## src/rtl/mantissa_sub_norm.sv

```systemverilog
// rtl/mantissa_sub_norm.sv - chunk-serial |A-B| with dual borrow chains and one-bit-per-cycle left normalization
module mantissa_sub_norm #(
    parameter int sizeCSA = 22,
    parameter int sizeRCA = 4
) (
    input  logic                         clk,
    input  logic                         rst,
    input  logic                         valid_i,
    output logic                         ready_o,
    input  logic [sizeCSA-1:0]           A,
    input  logic [sizeCSA-1:0]           B,
    output logic                         valid_o,
    input  logic                         ready_i,
    output logic [sizeCSA-1:0]           D,
    output logic                         Sign_o,
    output logic [$clog2(sizeCSA+1)-1:0] Shift_o,
    output logic                         Zero_o
);
    localparam int W  = sizeCSA;
    localparam int R  = sizeRCA;
    localparam int N  = (W + R - 1) / R;
    localparam int NR = N * R;
    localparam int SW = $clog2(W + 1);
    localparam int KW = (N > 1) ? $clog2(N) : 1;

    typedef enum logic [1:0] {IDLE, SUB, NORM, DONE} state_t;

    state_t        state;
    logic [NR-1:0] a_sh, b_sh, dab, dba;
    logic          bab, bba;
    logic [KW-1:0] k;
    logic [R:0]    sub_ab, sub_ba;
    logic [NR-1:0] dab_nxt, dba_nxt;

    assign ready_o = (state == IDLE);

    // Operands shift down one chunk per cycle; the top bit of each R+1-bit result is the outgoing borrow.
    always_comb begin
        sub_ab  = {1'b0, a_sh[R-1:0]} - {1'b0, b_sh[R-1:0]} - {{R{1'b0}}, bab};
        sub_ba  = {1'b0, b_sh[R-1:0]} - {1'b0, a_sh[R-1:0]} - {{R{1'b0}}, bba};
        dab_nxt = {sub_ab[R-1:0], dab[NR-1:R]};
        dba_nxt = {sub_ba[R-1:0], dba[NR-1:R]};
    end

    always_ff @(posedge clk) begin
        if (rst) begin
            state   <= IDLE;
            valid_o <= 1'b0;
            D       <= '0;
            Sign_o  <= 1'b0;
            Shift_o <= '0;
            Zero_o  <= 1'b0;
            a_sh    <= '0;
            b_sh    <= '0;
            dab     <= '0;
            dba     <= '0;
            bab     <= 1'b0;
            bba     <= 1'b0;
            k       <= '0;
        end else begin
            case (state)
                IDLE: begin
                    if (valid_i) begin
                        a_sh    <= NR'(A);
                        b_sh    <= NR'(B);
                        bab     <= 1'b0;
                        bba     <= 1'b0;
                        k       <= '0;
                        Shift_o <= '0;
                        Zero_o  <= 1'b0;
                        state   <= SUB;
                    end
                end
                SUB: begin
                    a_sh <= a_sh >> R;
                    b_sh <= b_sh >> R;
                    dab  <= dab_nxt;
                    dba  <= dba_nxt;
                    bab  <= sub_ab[R];
                    bba  <= sub_ba[R];
                    k    <= k + 1'b1;
                    if (k == KW'(N - 1)) begin
                        // A final borrow out of A-B means B>A, so the B-A chain holds the magnitude.
                        D      <= sub_ab[R] ? dba_nxt[W-1:0] : dab_nxt[W-1:0];
                        Sign_o <= sub_ab[R];
                        state  <= NORM;
                    end
                end
                NORM: begin
                    if (D == '0) begin
                        Zero_o  <= 1'b1;
                        Shift_o <= SW'(W);
                        valid_o <= 1'b1;
                        state   <= DONE;
                    end else if (D[W-1]) begin
                        valid_o <= 1'b1;
                        state   <= DONE;
                    end else begin
                        D       <= D << 1;
                        Shift_o <= Shift_o + 1'b1;
                    end
                end
                DONE: begin
                    if (ready_i) begin
                        valid_o <= 1'b0;
                        state   <= IDLE;
                    end
                end
                default: state <= IDLE;
            endcase
        end
    end
endmodule

```

## config.mk

```make
export PLATFORM = sky130hd
export DESIGN_NAME = mantissa_sub_norm
export DESIGN_NICKNAME = d
export VERILOG_FILES = /design/src/rtl/mantissa_sub_norm.sv
export SDC_FILE = /design/constraint.sdc
export NUM_CORES = 1
export LEC_CHECK = 0
export CAP_MARGIN = 20
export CELL_PAD_IN_SITES_DETAIL_PLACEMENT = 1
export CELL_PAD_IN_SITES_GLOBAL_PLACEMENT = 1
export CORE_MARGIN = 10
export CORE_UTILIZATION = 40
export CTS_CLUSTER_SIZE = 24
export DETAILED_ROUTE_END_ITERATION = 12
export PLACE_DENSITY_LB_ADDON = 0.1
export SETUP_SLACK_MARGIN = 0.3
export SYNTH_ARGS = -nofsm -noshare
export SYNTH_HDL_FRONTEND = slang
export SYNTH_SLANG_ARGS = --single-unit
```

## constraint.sdc

```tcl
create_clock -name clk -period 3.4 [get_ports clk]
set_input_delay 0.68 -clock clk [delete_from_list [all_inputs] [get_ports clk]]
set_output_delay 0.68 -clock clk [all_outputs]
set_load 0.01 [all_outputs]
```

======== After elaboration in Yosys (flattened, before gate mapping) ========
Cells that the tools add are included.
word-level totals
  bits in latches ......................... 0
  bits in read-only memories .............. 0
  output and inout port bits .............. 31
  register bits after elaboration ......... 133
  memories ................................ 0
  bits of input ports ..................... 48
  RAM bits ................................ 0
cells by class
  div/mod/pow operators ................... 0
  reductions and logical operators ........ 14
  muxes and demuxes ....................... 30
  bitwise operators ....................... 0
  magnitude comparators ................... 0
  $mul .................................... 0
  eq/ne operators ......................... 12
  shift operators ......................... 0
  add/subtract/negate cells ............... 6
operator list
  operator                                     count
  case mux 24 bit (2 select lines)             2
  two-way mux 22 bit                           4
  two-way mux 24 bit                           2
  case mux 22 bit (2 select lines)             1
  logical NOT 22 bit                           1
  two-way mux 5 bit                            3
  != test 2 bit, second input constant         6
  AND reduction 3 bit                          4
  two-way mux 2 bit                            5
  case mux 5 bit (2 select lines)              1
  subtractor 4 x 4 -> 5 bit                    2
  subtractor 5 x 1 -> 5 bit                    2
  case mux 1 bit (2 select lines)              4
  case mux 2 bit (4 select lines)              1
  AND reduction 4 bit                          2
  nonzero test 2 bit                           4
  != test 3 bit, second input constant         2
  case mux 3 bit (2 select lines)              1
  adder 5 x 1 -> 5 bit, second input constant  1
  two-way mux 1 bit                            5
  equality test 2 bit, second input constant   2
  AND reduction 2 bit                          2
  adder 3 x 1 -> 3 bit, second input constant  1
  equality test 3 bit, second input constant   1
  other kinds (3)                              3

======== Depth between registers and ports, before layout ========
  word-level depth ........................ 5
  mapped depth ............................ 11
  depth with buffers taken out ............ 11

======== Least setup slack after synthesis ========
No wires, ideal clock.
  kind .................................... register to register
  start point ............................. register b_sh[0]
  end point ............................... register D[10]
  path buffers ............................ 1
  cell stages (with the launch flop) ...... 10
  setup time .............................. 0.134 ns
  arrival ................................. 2.336 ns
  slack ................................... 0.930 ns
  cell sequence ........................... dfxtp_1 > inv_1 > fa_1 > fa_1 > nand2b_1 > a21oi_1 > xnor2_2 > buf_6 > mux2i_1 > a311oi_2
between the ends
  word-level cells in the longest chain between the ends .. 5
RTL lines
  element                           RTL line  source
  start: declaration                29        logic [NR-1:0] a_sh, b_sh, dab, dba;
  start signal: assignment          65        b_sh <= NR'(B);
  start signal: assignment          76        b_sh <= b_sh >> R;
  subtractor 4 x 4 -> 5 bit         39        sub_ab = {1'b0, a_sh[R-1:0]} - {1'b0, b_sh[R-1:0]} - {{R{1'b0}}, bab};
  subtractor 5 x 1 -> 5 bit         39
  two-way mux 22 bit                84        D <= sub_ab[R] ? dba_nxt[W-1:0] : dab_nxt[W-1:0];
  two-way mux 22 bit                82        if (k == KW'(N - 1)) begin
  case mux 22 bit (2 select lines)  61        case (state)
  end signal: assignment            84
  end signal: assignment            99        D <= D << 1;
  end: declaration                  14        output logic [sizeCSA-1:0] D,
Every way passes these cells. The select of a mux whose other input is x is not followed.
A chain may end at the register's enable or synchronous reset.

======== Worst setup path in the final report ========
  start point ............................. register b_sh[0]
  end point ............................... register D[5]
Same word-level chain as after synthesis.

==> results_dict.tcl <==
set metrics [dict create \
    layout.cells.non_filler 1085 \
    grt_pass1_wl_mm 30.8 \
    chipHeight_um 146 \
    synth_edf_count 0 \
    cts_max_level 4 \
    port_buffers 78 \
    power_density_nw_per_um2 1070 \
    ant_nets 0 \
    synth-warning-count 0 \
    finalHoldViolCount 0 \
    pwr-share-clk 0.221 \
    via_per_inst 5.35 \
    power_mw 8.42 \
    antenna_found_initial 0 \
    power.share.switching 0.417 \
    initial_core_util 0.405 \
    crit_arrival_ps 3220 \
    crit_fanout 13 \
    cts_made_buffers 17 \
    rsz0062_at_grt "false" \
    leakage_nw 3.21 \
    cap_violations 0 \
    netlist_area_um2 6390 \
    slew_viol_final 0 \
    post-route-util 0.500 \
    ir_worst_vdd_mv 0.546 \
    antenna_cells 0 \
    die-width_um 146 \
    fillerInstances 1906 \
    worstMarginPinSlew_ps 1020 \
    slew_headroom 0.322 \
    rows 46 \
    syn_inst 810 \
    syn_area_per_cell_um2 7.88 \
    ff_latch_area_um2 2420 \
    period_minus_slack_ps 2970 \
    p_seq_frac 0.265 \
    ys_seq_elements 121 \
    drcViolationCount 0 \
    gr-usage-all-layers 0.170 \
    postCtsSetupBuffers 0 \
    timing.fmax_ghz 0.336 \
    finalSetupViolCount 0 \
    tns_ps 0 \
    combPwrFrac 0.513 \
    synth_cell_type_count 48 \
    syn_nets 881 \
    area_growth_pct 23.5 \
    start_kind "register" \
    hpwl_mm 12.5 \
    synthFlopType "dfxtp_1" \
    grt_pass1_vias 6219 \
    tritoncts "yes" \
    finalNetCount 929 \
    grt_max_degree 92 \
    hold_path.class "register to register" \
    synthArstFlopShare 0 \
    drive_gt1_frac 0.0679 \
    ios 79 \
    num_vias 5801 \
    multi_input_area_um2 3500 \
    critPathKind "register to register" \
    drt-initial-drc-count 264 \
    post_drt_wl_per_cell_um 16.8 \
    status "finished clean" \
    finClkSkew_ps 7.70 \
    place.gp.congestion 0.835 \
    p_switching_mw 3.51 \
    dieArea_um2 21400 \
    insertion_delay_ps 420 \
    cp.required_ps 3650 \
    cp-end-kind "register" \
    cts_num_sinks 121 \
    cts.reportedPaths.clkPinSlew_ps 60 \
    clock_path_buffers 2 \
    drt_pass1_iterations 4 \
    core-area_um2 15800 \
    period_share 0.874 \
    hold_buffers 0 \
    clock-root-buffer "clkbuf_16" \
    dp.cells 1055 \
    wl_mm 18.3 \
    p_int_mw 4.91 \
    seq_area_frac_synth 0.379 \
    grt.overflow.total 0 \
]
[cells by family (layout without fill, tap and decap cells)]
family                     after synthesis  count (layout)  synth area share
AOI/OAI and AO/OA                      158             158             0.163
xor gates and xnor gates                 7               7            0.0108
adders and majority gates               23              23            0.0498
buffers and inverters                  121             180            0.0768
DFF                                    121             121             0.379
muxes                                   59              59            0.0925
and+or+nand+nor                        321             321             0.227
[worst max-delay path, cell delays in order, from the launching register on]
cell	delay (ps)
dfxtp_1	380
inv_1	100
fa_1	440
fa_1	400
nand2b_1	200
a21oi_2	210
xnor2_2	210
buf_8	230
buf_4	230
mux2i_1	270
a311oi_1	130
[per-stage QoR]
step / cell area [µm²] / setup WS (ps) / hold slack [ps]
4_1_cts: 7880 / 370 / 501
2_1_floorplan: 6390 / 930 / 452
3_5_place_dp: 7280 / 394 / 486
5_1_grt: 7880 / 311 / 528
6_report: 7880 / 427 / 495
3_3_place_gp: 7270 / 455 / 467
[final timing paths]
path / startpoint / end / slack, ps / cells after the start
setup / recovery: b_sh[0] / D[5] / 430 / 10
setup reg to reg: b_sh[0] / D[5] / 430 / 10
hold reg to reg: dba[7] / dba[7] / 490 / 2
hold / removal: dba[7] / dba[7] / 490 / 2
[registers in the layout, indices dropped and copies added (netlist names)]
register,flops
D,22
Shift_o,5
Sign_o,1
Zero_o,1
a_sh,22
b_sh,22
bab,1
bba,1
dab,20
dba,20
k,3
state,2
valid_o,1
[Yosys cell counts (2+ instances only)]
cell type	number	area, µm²
a211oi_1	4	30.0
a21oi_1	36	180
a22oi_1	2	15.0
a2bb2oi_1	2	17.5
a311oi_1	20	175
a31oi_1	37	231
and2_1	2	12.5
and3_1	2	12.5
buf_1	5	18.8
buf_2	8	40.0
buf_6	3	33.8
clkbuf_1	44	165
dfxtp_1	121	2420
fa_1	4	80.1
ha_1	19	238
inv_1	60	225
mux2i_1	59	591
nand2_1	30	113
nand2b_1	12	75.1
nand3_1	13	65.1
nand3b_1	2	15.0
nor2_1	177	664
nor2b_1	42	263
nor3_1	30	150
nor4_1	4	25.0
o21ai_0	34	170
o21ai_1	4	20.0
o221a_2	8	90.1
o22ai_1	2	12.5
or3_1	2	12.5
xnor2_1	4	35.0
xor2_1	2	17.5
[what timing repair did]
item | in CTS | in global routing
hold endpoints to repair | 0 | 0
setup endpoints to repair | 0 | 4
resized for setup | 0 | 1
[final cells by class]
class                      count  area share
multi-input combinational    568       0.444
clock inverter                 9      0.0189
tap                          216      0.0343
clock buffer                  21      0.0571
timing repair buffer          90       0.110
sequential                   121       0.307
inverter                      60      0.0286
[power by group through the flow]
stage                     registers, mW  logic, mW  clock network [mW]
after global placement             2.23       4.13                   0
after CTS                          2.24       4.35                1.90
after detailed placement           2.26       4.31                   0
after floorplan                    2.19       3.22                   0
after global routing               2.30       4.80                1.96
final                              2.23       4.32                1.86
[cell usage in the layout, fill, tap and decap left out, types with 30 or more instances in the layout]
master           instances
nand2_1                 30
a21oi_1                 35
o21ai_0                 34
inv_1                   60
mux2i_1                 59
clkdlybuf4s50_1         76
nor3_1                  30
a31oi_1                 36
nor2_1                 177
dfxtp_1                121
nor2b_1                 42
[layer usage]
layer / global-route usage / wire length, µm
met1: 0.203 / 8400
met3: 0.0451 / 712
met5: 0 / 0
met4: 0.0546 / 248
met2: 0.291 / 8890
Note: power is estimated with default switching activity, not from simulation.
